$ cat src/rtl/adc_circ_buffer_pkg.sv
// Shared types and helpers for the ADC circular capture buffer.
// Used by adc_circ_buffer and circ_ram.
package adc_pkg;

  localparam int ADC_DATA_W = 12;
  localparam int ADC_ADDR_W = 8;

  typedef enum logic [2:0] {
    IDLE,
    FILL,
    ARMED,
    POST,
    READOUT
  } state_t;

  // Buffer pointers are exactly ADDR_W bits wide, so plain addition wraps modulo DEPTH.
  function automatic logic [ADC_ADDR_W-1:0] ptr_add(input logic [ADC_ADDR_W-1:0] ptr,
                                                    input logic [ADC_ADDR_W-1:0] n);
    return ptr + n;
  endfunction

endpackage

$ cat src/rtl/adc_circ_buffer_circ_ram.sv
// Simple dual-port sample RAM: one write port, one registered read port.
// Written so that it maps onto a single block RAM.
module circ_ram
  import adc_pkg::*;
#(
  parameter int DATA_W = ADC_DATA_W,
  parameter int ADDR_W = ADC_ADDR_W
) (
  input  logic              clk_i,
  input  logic              we_i,
  input  logic [ADDR_W-1:0] waddr_i,
  input  logic [DATA_W-1:0] wdata_i,
  input  logic              re_i,
  input  logic [ADDR_W-1:0] raddr_i,
  output logic [DATA_W-1:0] rdata_o
);

  localparam int DEPTH = 1 << ADDR_W;

  logic [DATA_W-1:0] mem_q [DEPTH];

  always_ff @(posedge clk_i) begin
    if (we_i) begin
      mem_q[waddr_i] <= wdata_i;
    end
    if (re_i) begin
      rdata_o <= mem_q[raddr_i];
    end
  end

endmodule

$ cat src/rtl/adc_circ_buffer.sv
// Pre/post-trigger capture into a circular sample buffer with valid/ready readout.
// Optional self-trigger on a sample threshold: define ADC_CIRC_BUFFER_SELF_TRIG_EN.
module adc_circ_buffer
  import adc_pkg::*;
#(
  parameter int DATA_W    = ADC_DATA_W,
  parameter int ADDR_W    = ADC_ADDR_W,
  parameter int POST_TRIG = 192
`ifdef ADC_CIRC_BUFFER_SELF_TRIG_EN
  ,
  parameter logic [DATA_W-1:0] THRESH = 12'd2048
`endif
) (
  input  logic              FASTCLK,
  input  logic              RESET_n,
  input  logic [DATA_W-1:0] IN_DATA,
  input  logic              IN_WE,
  input  logic              ARM,
  input  logic              TRIG,
`ifdef ADC_CIRC_BUFFER_SELF_TRIG_EN
  input  logic              TRIG_SRC,
`endif
  input  logic              RD_READY,
  output logic [DATA_W-1:0] RD_DATA,
  output logic              RD_VALID,
  output logic              RD_LAST,
  output logic [ADDR_W-1:0] TRIG_ADDR,
  output logic              BUSY,
  output logic              TRIG_LOST
);

  localparam int DEPTH = 1 << ADDR_W;
  localparam int PRE   = DEPTH - POST_TRIG;
  localparam logic [ADDR_W:0] PRE_C  = (ADDR_W + 1)'(PRE);
  localparam logic [ADDR_W:0] POST_C = (ADDR_W + 1)'(POST_TRIG);
  localparam logic [ADDR_W:0] LAST_C = (ADDR_W + 1)'(DEPTH - 1);

  state_t            state_q, state_d;
  logic [ADDR_W-1:0] wr_ptr_q, wr_ptr_d;
  logic [ADDR_W-1:0] rd_ptr_q, rd_ptr_d;
  logic [ADDR_W-1:0] trig_addr_q, trig_addr_d;
  logic [ADDR_W:0]   pre_cnt_q, pre_cnt_d;
  logic [ADDR_W:0]   post_cnt_q, post_cnt_d;
  logic [ADDR_W:0]   rd_cnt_q, rd_cnt_d;
  logic              trig_lost_q, trig_lost_d;
  logic              rd_valid_q, rd_valid_d;

  logic              ext_trig;
  logic              trig_hit;
  logic              wr_en;
  logic              rd_en;
  logic              xfer;
  logic [ADDR_W-1:0] rd_addr;
  logic [DATA_W-1:0] ram_rdata;

  // ext_trig feeds the lost-trigger flag; trig_hit is what actually starts a capture.
`ifdef ADC_CIRC_BUFFER_SELF_TRIG_EN
  assign ext_trig = TRIG & ~TRIG_SRC;
  assign trig_hit = TRIG_SRC ? (IN_WE && (IN_DATA >= THRESH)) : TRIG;
`else
  assign ext_trig = TRIG;
  assign trig_hit = TRIG;
`endif

  assign wr_en = IN_WE && ((state_q == FILL) || (state_q == ARMED) || (state_q == POST));
  assign xfer  = rd_valid_q && RD_READY;
  assign rd_en = (state_q == READOUT);
  // Look one address ahead on a transfer so the next word is ready the following cycle.
  assign rd_addr = xfer ? ptr_add(rd_ptr_q, ADDR_W'(1)) : rd_ptr_q;

  circ_ram #(
    .DATA_W(DATA_W),
    .ADDR_W(ADDR_W)
  ) u_ram (
    .clk_i  (FASTCLK),
    .we_i   (wr_en),
    .waddr_i(wr_ptr_q),
    .wdata_i(IN_DATA),
    .re_i   (rd_en),
    .raddr_i(rd_addr),
    .rdata_o(ram_rdata)
  );

  always_comb begin
    state_d     = state_q;
    wr_ptr_d    = wr_ptr_q;
    rd_ptr_d    = rd_ptr_q;
    trig_addr_d = trig_addr_q;
    pre_cnt_d   = pre_cnt_q;
    post_cnt_d  = post_cnt_q;
    rd_cnt_d    = rd_cnt_q;
    trig_lost_d = trig_lost_q;
    rd_valid_d  = rd_valid_q;

    if (wr_en) begin
      wr_ptr_d = ptr_add(wr_ptr_q, ADDR_W'(1));
    end

    case (state_q)
      IDLE: begin
        if (ARM) begin
          state_d     = FILL;
          pre_cnt_d   = '0;
          trig_lost_d = 1'b0;
        end
      end

      FILL: begin
        if (ext_trig) begin
          trig_lost_d = 1'b1;
        end
        if (IN_WE) begin
          pre_cnt_d = pre_cnt_q + 1'b1;
          if (pre_cnt_d == PRE_C) begin
            state_d = ARMED;
          end
        end
      end

      ARMED: begin
        if (trig_hit) begin
          state_d     = POST;
          trig_addr_d = wr_ptr_q;
          post_cnt_d  = IN_WE ? (ADDR_W + 1)'(1) : '0;
          if (IN_WE && (post_cnt_d == POST_C)) begin
            state_d  = READOUT;
            rd_ptr_d = wr_ptr_d;
            rd_cnt_d = '0;
          end
        end
      end

      POST: begin
        if (IN_WE) begin
          post_cnt_d = post_cnt_q + 1'b1;
          // The write pointer now sits on the oldest sample of the frozen window.
          if (post_cnt_d == POST_C) begin
            state_d  = READOUT;
            rd_ptr_d = wr_ptr_d;
            rd_cnt_d = '0;
          end
        end
      end

      READOUT: begin
        rd_valid_d = 1'b1;
        if (xfer) begin
          rd_ptr_d = ptr_add(rd_ptr_q, ADDR_W'(1));
          rd_cnt_d = rd_cnt_q + 1'b1;
          if (rd_cnt_q == LAST_C) begin
            state_d    = IDLE;
            rd_valid_d = 1'b0;
          end
        end
      end

      default: state_d = IDLE;
    endcase
  end

  always_ff @(posedge FASTCLK) begin
    if (!RESET_n) begin
      state_q     <= IDLE;
      wr_ptr_q    <= '0;
      rd_ptr_q    <= '0;
      trig_addr_q <= '0;
      pre_cnt_q   <= '0;
      post_cnt_q  <= '0;
      rd_cnt_q    <= '0;
      trig_lost_q <= 1'b0;
      rd_valid_q  <= 1'b0;
    end else begin
      state_q     <= state_d;
      wr_ptr_q    <= wr_ptr_d;
      rd_ptr_q    <= rd_ptr_d;
      trig_addr_q <= trig_addr_d;
      pre_cnt_q   <= pre_cnt_d;
      post_cnt_q  <= post_cnt_d;
      rd_cnt_q    <= rd_cnt_d;
      trig_lost_q <= trig_lost_d;
      rd_valid_q  <= rd_valid_d;
    end
  end

  assign RD_VALID  = rd_valid_q;
  assign RD_DATA   = rd_valid_q ? ram_rdata : '0;
  assign RD_LAST   = rd_valid_q && (rd_cnt_q == LAST_C);
  assign TRIG_ADDR = trig_addr_q;
  assign BUSY      = (state_q != IDLE);
  assign TRIG_LOST = trig_lost_q;

endmodule

$ cat config.mk
export PLATFORM = sky130hd
export DESIGN_NAME = adc_circ_buffer
export DESIGN_NICKNAME = d
export VERILOG_FILES = /design/src/rtl/adc_circ_buffer_pkg.sv /design/src/rtl/adc_circ_buffer_circ_ram.sv /design/src/rtl/adc_circ_buffer.sv
export SDC_FILE = /design/constraint.sdc
export NUM_CORES = 2
export LEC_CHECK = 0
export CORE_MARGIN = 4
export CORE_UTILIZATION = 30
export CTS_CLUSTER_SIZE = 40
export DETAILED_ROUTE_END_ITERATION = 8
export HOLD_SLACK_MARGIN = 0.08
export PLACE_DENSITY = 0.42
export SKIP_CTS_REPAIR_TIMING = 1
export SLEW_MARGIN = 30
export SYNTH_ARGS = -nofsm -noshare
export SYNTH_HDL_FRONTEND = slang
export SYNTH_SLANG_ARGS = --single-unit
$ cat constraint.sdc
create_clock -name FASTCLK -period 9.5 [get_ports FASTCLK]
set_input_delay 1.425 -clock FASTCLK [delete_from_list [all_inputs] [get_ports FASTCLK]]
set_output_delay 1.425 -clock FASTCLK [all_outputs]
set_load 0.01 [all_outputs]
==> flow_summary.yaml <==
die:
  core_um2: 442000
  fp.dieH_um: 674
  dieArea_um2: 454000
  die_w_um: 674
  io_pins: 42
  rows: 244
  start_util_pct: 30.1
timing:
  rsz0062_at_grt: "no"
  fin_crit_ns: 6.66
  fin_worst_skew_ns: 0.0538
  max_freq_mhz: 150
  slew_headroom_pct: 25.1
  worstMarginPinSlew_ns: 1.12
  finalSetupTns_ns: 0
  drv_slew: 0
  fin_crit_sh_pct: 70.1
  setup_viol: 0
  hold_viol_final: 0
routing:
  drt-pass1-iter-count: 6
  initialDrtViolationCount: 8861
  vias: 77300
  postRouteAntennaNets: 0
  routedWlPerCell_um: 35.1
  wl_mm: 493
  drt-vias-per-instance: 5.50
  drc: 0
clock_network:
  cts_num_sinks: 3140
  clockBufferDepth: 4
  path_clk_slew_ns: 0.06
  cts_inserted_buffers: 357
  clock-root-buffer: "clkbuf_16"
  clk_latency_ns: 0.98
  cts_tree: "built"
  h-tree-depth: 5
setup_path:
  r2r_setup_slack_ns: 2.84
  cp_data_required_time_ns: 10.20
  r2r_end: "u_ram.rdata_o[7]"
  path_max_fanout: 38
  start_kind: "flip-flop"
  cp.arrival_ns: 7.36
  r2r_cells: 11
  r2r-start: "rd_ptr_q[0]"
  critPathKind: "flip-flop to flip-flop"
  end_kind: "flip-flop"
global_route:
  grt_pass1_wl_mm: 668
  grtUsageTotal_pct: 21.2
  grt_pass1_vias: 76000
  gr-total-overflow: 0
  grt_max_degree: 186
  antenna_found_initial: 41
synth:
  syn-num-nets: 7566
  avgSynthCellArea_um2: 17.7
  ys_ff_latch: 3140
  seq_area_frac_synth_pct: 70.4
  syn_area_um2: 133000
  synth-edff-count: 3084
  ys_warn_count: 0
  async_reset_ff_share_pct: 0
  synthDistinctLibCells: 102
  syn_inst: 7539
  synth_ff_type: "edfxtp_1"
min_path:
  hold_class: "flip-flop to flip-flop"
  hold_end: "TRIG_ADDR[3]"
  worstHoldStart: "TRIG_ADDR[3]"
  worstHoldPathCells: 2
final_layout:
  drive_gt1_share_pct: 23.0
  final_cell_mix: "3084 x edfxtp_1, 795 x mux2i_1, 627 x mux4_2, 582 x nand2_1, 359 x clkbuf_16"
  area_growth_pct: 15.7
  post-route-util_pct: 34.9
  nets: 7854
  final_cells: 14100
  layout_commonest_cell: "edfxtp_1"
power:
  power.density_nw_per_um2: 188
  p_leak_nw: 46.1
  vdd_drop_max_v: 0.000137
placement:
  dpl.cell_count: 13400
  place_congestion: 0.848
  place.port_buffers: 41
  place_hpwl_mm: 303
run:
  cap_violations: 0
status:
  outcome: "finished, final reports clean"
[final cells by class]
type | instances | area (um2)
fill | 41600 | 288000
sequential | 3140 | 93700
multi-input combinational | 3872 | 37500
clock buffer | 464 | 9480
tap | 5904 | 7390
timing repair buffer | 442 | 4000
clock inverter | 187 | 1690
antenna | 29 | 72.6
inverter | 14 | 57.6
[metrics by stage]
step | hold slack [ns] | setup WS (ns) | instance area, um2 | power (mW)
2_1_floorplan | 0.454 | 5.37 | 133000 | 15.5
3_3_place_gp | 0.465 | 1.87 | 142000 | 15.9
3_5_place_dp | 0.465 | 2.52 | 142000 | 15.9
4_1_cts | 0.472 | 2.88 | 154000 | 29.3
5_1_grt | 0.499 | 2.72 | 154000 | 29.9
6_report | 0.465 | 2.84 | 154000 | 29.0
[sequential cells by signal (all words and copies together), names as in the netlist]
| name | flops |
|---|---|
| wr_ptr_q | 8 |
| rd_cnt_q | 9 |
| post_cnt_q | 9 |
| RD_VALID | 1 |
| TRIG_ADDR | 8 |
| rd_ptr_q | 8 |
| TRIG_LOST | 1 |
| state_q | 3 |
| u_ram.rdata_o | 12 |
| pre_cnt_q | 9 |
| u_ram.mem_q | 3072 |
[synthesized netlist by cell type, types with 53 or more instances]
cell	count	area share (%)
a211oi_1	85	0.48
a21oi_1	127	0.48
a31oi_1	70	0.33
buf_2	162	0.61
buf_4	131	0.74
clkbuf_1	147	0.41
dfxtp_1	56	0.84
edfxtp_1	3084	70
mux2_2	94	0.80
mux2i_1	796	6.0
mux4_2	627	11
nand2_1	590	1.7
nand3_1	161	0.61
nor2_1	375	1.1
nor2b_1	53	0.25
o21ai_0	110	0.41
o22ai_1	100	0.47
[worst max-delay path, stage by stage, from the launching register on]
cell       delay [ns]
dfxtp_4          0.73
buf_4            0.74
and3b_2          0.35
nor2_8           0.64
buf_4            0.65
buf_4            0.41
mux4_2           0.57
a2111oi_0        0.90
a211oi_1         0.31
a31oi_1          0.43
o22ai_1          0.16
or3_1            0.37
[per-layer routing]
layer	GRT usage, %	vias up	routed length, um
met5	0	-	41
met4	6.14	6	15100
met3	3.44	646	34500
met2	33.2	3193	227000
met1	30.2	42100	216000
li1	-	31400	-
[kinds of logic (layout without fill, tap and decap cells)]
family | count (synthesis) | count (layout) | share of synthesized area [%]
adders and majority gates | 9 | 9 | 0.0846
DFF | 3140 | 3140 | 70.4
and+or+nand+nor | 1421 | 1421 | 4.76
muxes | 1517 | 1517 | 17.4
AOI/OAI and AO/OA | 904 | 904 | 4.88
buffers and inverters | 527 | 1107 | 2.33
xor gates and xnor gates | 21 | 21 | 0.152
other | 0 | 29 | 0
[worst max-delay path by stage]
| stage | start | endpoint | slack (ns) | depth (start not counted) |
|---|---|---|---|---|
| final | rd_ptr_q[0] | u_ram.rdata_o[7] | 2.84 | 11 |
| after global routing | rd_ptr_q[0] | u_ram.rdata_o[7] | 2.72 | 11 |
| after CTS | rd_ptr_q[0] | u_ram.rdata_o[3] | 2.88 | 11 |
| after detailed placement | RD_READY | u_ram.rdata_o[3] | 2.52 | 11 |
| after global placement | RD_READY | u_ram.rdata_o[3] | 1.87 | 13 |
| after floorplan | RD_READY | u_ram.rdata_o[3] | 5.37 | 13 |
[power breakdown]
part | leakage (nW) | switching (mW) | internal, mW | total, mW
Combinational | 12.5 | 0.312 | 0.0481 | 0.360
Sequential | 28.2 | 0.00587 | 15.2 | 15.2
Clock | 5.45 | 5.78 | 7.60 | 13.4
Total | 46.1 | 6.10 | 22.9 | 29.0
No activity file was read; power rests on OpenSTA's default activity.
